## config.mk

```make
export PLATFORM = sky130hd
export DESIGN_NAME = step_clock_ctrl
export DESIGN_NICKNAME = d
export VERILOG_FILES = /design/src/rtl/step_clock_ctrl_pkg.sv /design/src/rtl/step_clock_ctrl_sync_debounce.sv /design/src/rtl/step_clock_ctrl.sv
export SDC_FILE = /design/constraint.sdc
export NUM_CORES = 1
export LEC_CHECK = 0
export ABC_AREA = 1
export CAP_MARGIN = 10
export CORE_MARGIN = 2
export CORE_UTILIZATION = 47
export DETAILED_ROUTE_END_ITERATION = 8
export GPL_TIMING_DRIVEN = 0
export PLACE_DENSITY_LB_ADDON = 0.12
export SLEW_MARGIN = 20
export SYNTH_ARGS = -nofsm -noshare
export SYNTH_HDL_FRONTEND = slang
export SYNTH_HIERARCHICAL = 1
export SYNTH_SLANG_ARGS = --single-unit
```

## constraint.sdc

```tcl
create_clock -name clock -period 1.48 [get_ports clock]
set_input_delay 0.148 -clock clock [delete_from_list [all_inputs] [get_ports clock]]
set_output_delay 0.148 -clock clock [all_outputs]
set_load 0.05 [all_outputs]
```

## src/rtl/step_clock_ctrl_pkg.sv

```systemverilog
// Shared encodings for the processor stepping controller.
package step_ctrl_pkg;

  typedef enum logic [1:0] {
    MODE_STOP = 2'b00,
    MODE_SLOW = 2'b01,
    MODE_FAST = 2'b10,
    MODE_STEP = 2'b11
  } mode_e;

  typedef enum logic {
    ST_RUN    = 1'b0,
    ST_HALTED = 1'b1
  } state_e;

endpackage

```

## src/rtl/step_clock_ctrl_sync_debounce.sv

```systemverilog
// Two-flop synchroniser followed by a stable-count debouncer with a
// registered one-cycle rise pulse.
module sync_debounce #(
  parameter int DEBOUNCE_CYC = 500000
) (
  input  logic clock,
  input  logic reset,
  input  logic raw,
  output logic level,
  output logic rise
);

  localparam int CW = (DEBOUNCE_CYC > 1) ? $clog2(DEBOUNCE_CYC) : 1;
  localparam logic [CW-1:0] CNT_MAX = CW'(DEBOUNCE_CYC - 1);

  logic          sync1_q, sync2_q;
  logic          level_q, level_d;
  logic          rise_q, rise_d;
  logic [CW-1:0] cnt_q, cnt_d;

  always_comb begin
    level_d = level_q;
    cnt_d   = '0;
    rise_d  = 1'b0;
    if (sync2_q != level_q) begin
      if (cnt_q == CNT_MAX) begin
        level_d = ~level_q;
        rise_d  = ~level_q;
      end else begin
        cnt_d = cnt_q + CW'(1);
      end
    end
  end

  always_ff @(posedge clock) begin
    if (reset) begin
      sync1_q <= 1'b0;
      sync2_q <= 1'b0;
      level_q <= 1'b0;
      rise_q  <= 1'b0;
      cnt_q   <= '0;
    end else begin
      sync1_q <= raw;
      sync2_q <= sync1_q;
      level_q <= level_d;
      rise_q  <= rise_d;
      cnt_q   <= cnt_d;
    end
  end

  assign level = level_q;
  assign rise  = rise_q;

endmodule

```

## src/rtl/step_clock_ctrl.sv

```systemverilog
// Processor stepping controller: produces a one-cycle step_en clock-enable
// from the selected run mode, with halt capture and an enter handshake.
module step_clock_ctrl
  import step_ctrl_pkg::*;
#(
  parameter int CLK_HZ       = 50000000,
  parameter int TICK_HZ      = 2,
  parameter int DEBOUNCE_CYC = 500000,
  parameter int CNT_W        = 16
) (
  input  logic             clock,
  input  logic             reset,
  input  logic [1:0]       mode,
  input  logic             step_btn,
  input  logic             enter_sw,
  input  logic             halt,
  output logic             step_en,
  output logic             enter_req,
  output logic             heartbeat,
  output logic             halted,
  output logic [CNT_W-1:0] step_count
);

  localparam int DIV = CLK_HZ / TICK_HZ;
  localparam int DW  = (DIV > 1) ? $clog2(DIV) : 1;
  localparam logic [DW-1:0] DIV_MAX = DW'(DIV - 1);

  logic             step_level, step_rise;
  logic             enter_level, enter_rise;
  logic [DW-1:0]    div_q, div_d;
  logic             tick;
  logic             qual;
  state_e           state_q, state_d;
  logic             step_en_q, step_en_d;
  logic             enter_req_q, enter_req_d;
  logic             heartbeat_q, heartbeat_d;
  logic [CNT_W-1:0] step_count_q, step_count_d;

  sync_debounce #(.DEBOUNCE_CYC(DEBOUNCE_CYC)) u_step_db (
    .clock (clock),
    .reset (reset),
    .raw   (step_btn),
    .level (step_level),
    .rise  (step_rise)
  );

  sync_debounce #(.DEBOUNCE_CYC(DEBOUNCE_CYC)) u_enter_db (
    .clock (clock),
    .reset (reset),
    .raw   (enter_sw),
    .level (enter_level),
    .rise  (enter_rise)
  );

  // Divider free-runs regardless of mode so SLOW cadence never restarts.
  assign tick  = (div_q == DIV_MAX);
  assign div_d = tick ? '0 : div_q + DW'(1);

  always_comb begin
    unique case (mode_e'(mode))
      MODE_STOP: qual = 1'b0;
      MODE_SLOW: qual = tick;
      MODE_FAST: qual = 1'b1;
      MODE_STEP: qual = step_rise;
      default:   qual = 1'b0;
    endcase
  end

  always_comb begin
    state_d   = state_q;
    step_en_d = 1'b0;
    unique case (state_q)
      ST_RUN: begin
        step_en_d = qual & ~halt;
        if (halt) state_d = ST_HALTED;
      end
      ST_HALTED: begin
        if (mode_e'(mode) == MODE_STOP) state_d = ST_RUN;
      end
      default: state_d = ST_RUN;
    endcase
  end

  always_comb begin
    heartbeat_d  = heartbeat_q ^ step_en_q;
    step_count_d = step_en_q ? step_count_q + CNT_W'(1) : step_count_q;
    // A fresh rise takes priority over consumption so no request is lost.
    enter_req_d  = enter_req_q;
    if (enter_rise)     enter_req_d = 1'b1;
    else if (step_en_q) enter_req_d = 1'b0;
  end

  always_ff @(posedge clock) begin
    if (reset) begin
      div_q        <= '0;
      state_q      <= ST_RUN;
      step_en_q    <= 1'b0;
      enter_req_q  <= 1'b0;
      heartbeat_q  <= 1'b0;
      step_count_q <= '0;
    end else begin
      div_q        <= div_d;
      state_q      <= state_d;
      step_en_q    <= step_en_d;
      enter_req_q  <= enter_req_d;
      heartbeat_q  <= heartbeat_d;
      step_count_q <= step_count_d;
    end
  end

  assign step_en    = step_en_q;
  assign enter_req  = enter_req_q;
  assign heartbeat  = heartbeat_q;
  assign halted     = (state_q == ST_HALTED);
  assign step_count = step_count_q;

endmodule

```

==> metrics <==
top-area cell type share of the netlist area 0.3867; R2R Setup Slk 30 ps; crit-path max FO 8; GRT Total Usage 0.1861; worst-case reg-to-reg path depth 9; Initial Util 0.4842; HPWL after detailed placement 7.232 mm; initial antenna violation count 0; Port Buf Inserts 26; CTS Sinks 91; RR Endpoint div_q[18]; main combinational cell family by area after synthesis simple AND/OR/NAND/NOR gates; routed vias about 4200; total CTS buffers 9; first-pass GRT wire length about 17 mm; CP Class reg2reg; Post-Synth Adder-Cell Area 0.01062; DRC 0; fin crit period around 1400 ps; I/O pins 27; Switching Share 0.2264; row count 36; asr flop ratio synth 0; Synth area leader dfxtp_1; most repeated cell in the gate-level netlist after synthesis nand2_1; Final Slew Violations 0; average wire per standard cell ~11 µm; hold depth 3; drt total wl a little under 10 mm; grt ovf 0; number of global-route vias before repair 3879; Setup TNS Final 0 ps; Cells after Synth ~700; Internal Power 3682 µW; Data required, critical path between 1500 and 2000 ps; final instance area approximately 5600 µm²; crit path DAT between 1500 and 2000 ps; crit end category flop; sequential-to-total area share from yosys stat 0.3867; Antenna Cells 0; post-synthesis mux area share 0; Detailed Routing Iterations Pass 1 4; largest net degree at the start of global routing 17; Die Area approximately 11000 µm²; path type of the worst min-delay path in2reg; Synth Register Bits 91; ratio of cells with drive above 1 in the final layout 0.2117; Die Height roughly 100 µm; Post-Syn Nets 698; post-synthesis compound-gate area fraction 0.06985; critical path launch point type flop; Synth Flop Type dfxtp_1; PD cells between 800 and 900 nW/µm²; Clock power frac 0.438; leak pwr 0.001847 µW; Synth Cell Area 4711 µm²; xor and xnor area share after synthesis 0.04276; nets@finish 743; worst-margin pin slew between 500 and 600 ps; H-tree Lvls 3; GPL Wtd Cong a little under 0.9; die width about 100 µm; fmax a little under 700 MHz; max-cap viol count 0; synth cell count leaders nand2_1, nor2_1, dfxtp_1; final worst hold slack 275.0 ps; Logic pwr share 0.039; top cells by area, synth dfxtp_1, nand2_1, nor2_1; synth unique cells 31; clk buf depth 2; EDFF count, synth 0; max_slew headroom 0.6355; syn avg cell area 6.857 µm²; Fin. Hold Viols 0; Floorplan Core Area 9729 µm²; CTS tree built; final clock skew 14.14 ps; peak supply drop a little over 0.6 mV; Reg-to-Reg Start div_q[1]; Root Driver clkbuf_8; Hold Crit Start step_btn; 1st-iter DRT viols about 160; simple-gate share of the synthesized area 0.4109; P_sw about 1100 µW; final setup fails 0; Syn-to-layout area delta 19.07%; hold endpoint u_step_db/sync1_q; clk slew on worst S/H paths approximately 100 ps; Cell Area, Placed between 5000 and 6000 µm²; detail-routed via count per cell between 4 and 5; outcome complete, no violations; Synth warnings 6; Clock Latency Late Sink 380 ps; fillers 977; RSZ-0062 raised after global routing true; period utilization 0.9794; ANT nets after route 0; Flop pwr share 0.523
[final cells by class]
cell class                 instances  area (µm²)  area share
sequential                        91        1844      0.3288
tap                              133       166.4     0.02967
inverter                          78       295.3     0.05264
buffer                             7       87.58     0.01561
multi-input combinational        511        2656      0.4736
clock inverter                     7       125.1     0.02231
clock buffer                       9       123.9     0.02208
timing repair buffer              34       310.3     0.05532
[per-stage QoR]
| step | power, µW | util | std cells | setup slack, ps |
|---|---|---|---|---|
| after CTS | 4789 | 0.5550 | 862 | 4.549 |
| after detailed placement | 2704 | 0.5287 | 846 | -423.2 |
| after floorplan | 2644 | - | 687 | 1.472 |
| final | 4759 | 0.5765 | 870 | 30.56 |
| after global routing | 4935 | 0.5765 | 870 | -54.31 |
| after global placement | 2700 | 0.5287 | 846 | -382.6 |
[power by group through the flow]
stage,Sequential (µW),Combinational (µW),Clock (µW)
after global placement,2540,159,0
after detailed placement,2540,162,0
after CTS,2490,160,2140
after global routing,2490,206,2240
final,2490,188,2080
after floorplan,2560,83.0,0
[placed cells by master (no fill, tap or decap), drive strengths merged]
cell	synthesis	layout
xnor2	8	8
inv	78	79
o21ai	18	18
dlygate4sd2	0	13
buf	7	13
ha	4	4
nor3b	1	1
clkdlybuf4s15	0	2
clkbuf	0	17
or2	5	5
a31oi	1	1
and2	1	1
clkinv	0	1
xor2	15	15
nor3	12	12
dfxtp	91	91
nand2	179	179
nor2	167	167
a21oi	36	36
nand4	9	9
o21bai	4	4
clkinvlp	0	2
clkdlybuf4s50	0	5
nand3	48	48
nand3b	3	3
bufinv	0	3
[logic make-up (layout without fill, tap and decap cells)]
| family | count (synthesis) | after routing |
|---|---|---|
| AOI/OAI and AO/OA | 59 | 59 |
| xor gates and xnor gates | 23 | 23 |
| adders and majority gates | 4 | 4 |
| and+or+nand+nor | 425 | 425 |
| buffers and inverters | 85 | 135 |
| DFF | 91 | 91 |
[worst max-delay path by stage]
stage	startpoint	to	slack [ps]	depth (start not counted)
2_1_floorplan	step_count[2]	step_count[15]	1	7
3_3_place_gp	reset	div_q[20]	-380	6
3_5_place_dp	reset	div_q[11]	-420	6
4_1_cts	step_count[10]	step_count[10]	5	1
5_1_grt	div_q[1]	div_q[18]	-50	9
6_report	div_q[1]	div_q[18]	30	9
[metal layers]
metal | global-route usage | share of wire
met1 | 0.2199 | 0.46
met2 | 0.3191 | 0.48
met3 | 0.05138 | 0.034
met4 | 0.07432 | 0.028
met5 | 0 | 0
[worst max-delay path, cell delays in order, from the launching register on]
cell	delay, ps
dfxtp_2	370
ha_4	150
nand2_2	50
nor2_2	120
nand2_1	70
nor2_2	130
nand2_2	110
nand2_8	130
clkbuf_16	160
nor2_1	40
[flip-flops by register name, indices dropped and copies added, names as in the netlist]
| name | flops |
|---|---|
| halted | 1 |
| u_enter_db/rise | 1 |
| step_count | 16 |
| u_step_db/level | 1 |
| enter_req | 1 |
| u_step_db/rise | 1 |
| u_enter_db/sync1_q | 1 |
| u_step_db/sync2_q | 1 |
| step_en | 1 |
| heartbeat | 1 |
| u_enter_db/cnt_q | 19 |
| u_enter_db/level | 1 |
| div_q | 25 |
| u_step_db/cnt_q | 19 |
| u_step_db/sync1_q | 1 |
| u_enter_db/sync2_q | 1 |
[timing repair]
item,CTS,global route
buffers inserted,0,6
hold buffers,0,0
cloned,0,2
endpoints found under the setup margin,64,58
resized for setup,34,54
pin swaps,0,13
No activity file was read; power rests on OpenSTA's default activity.
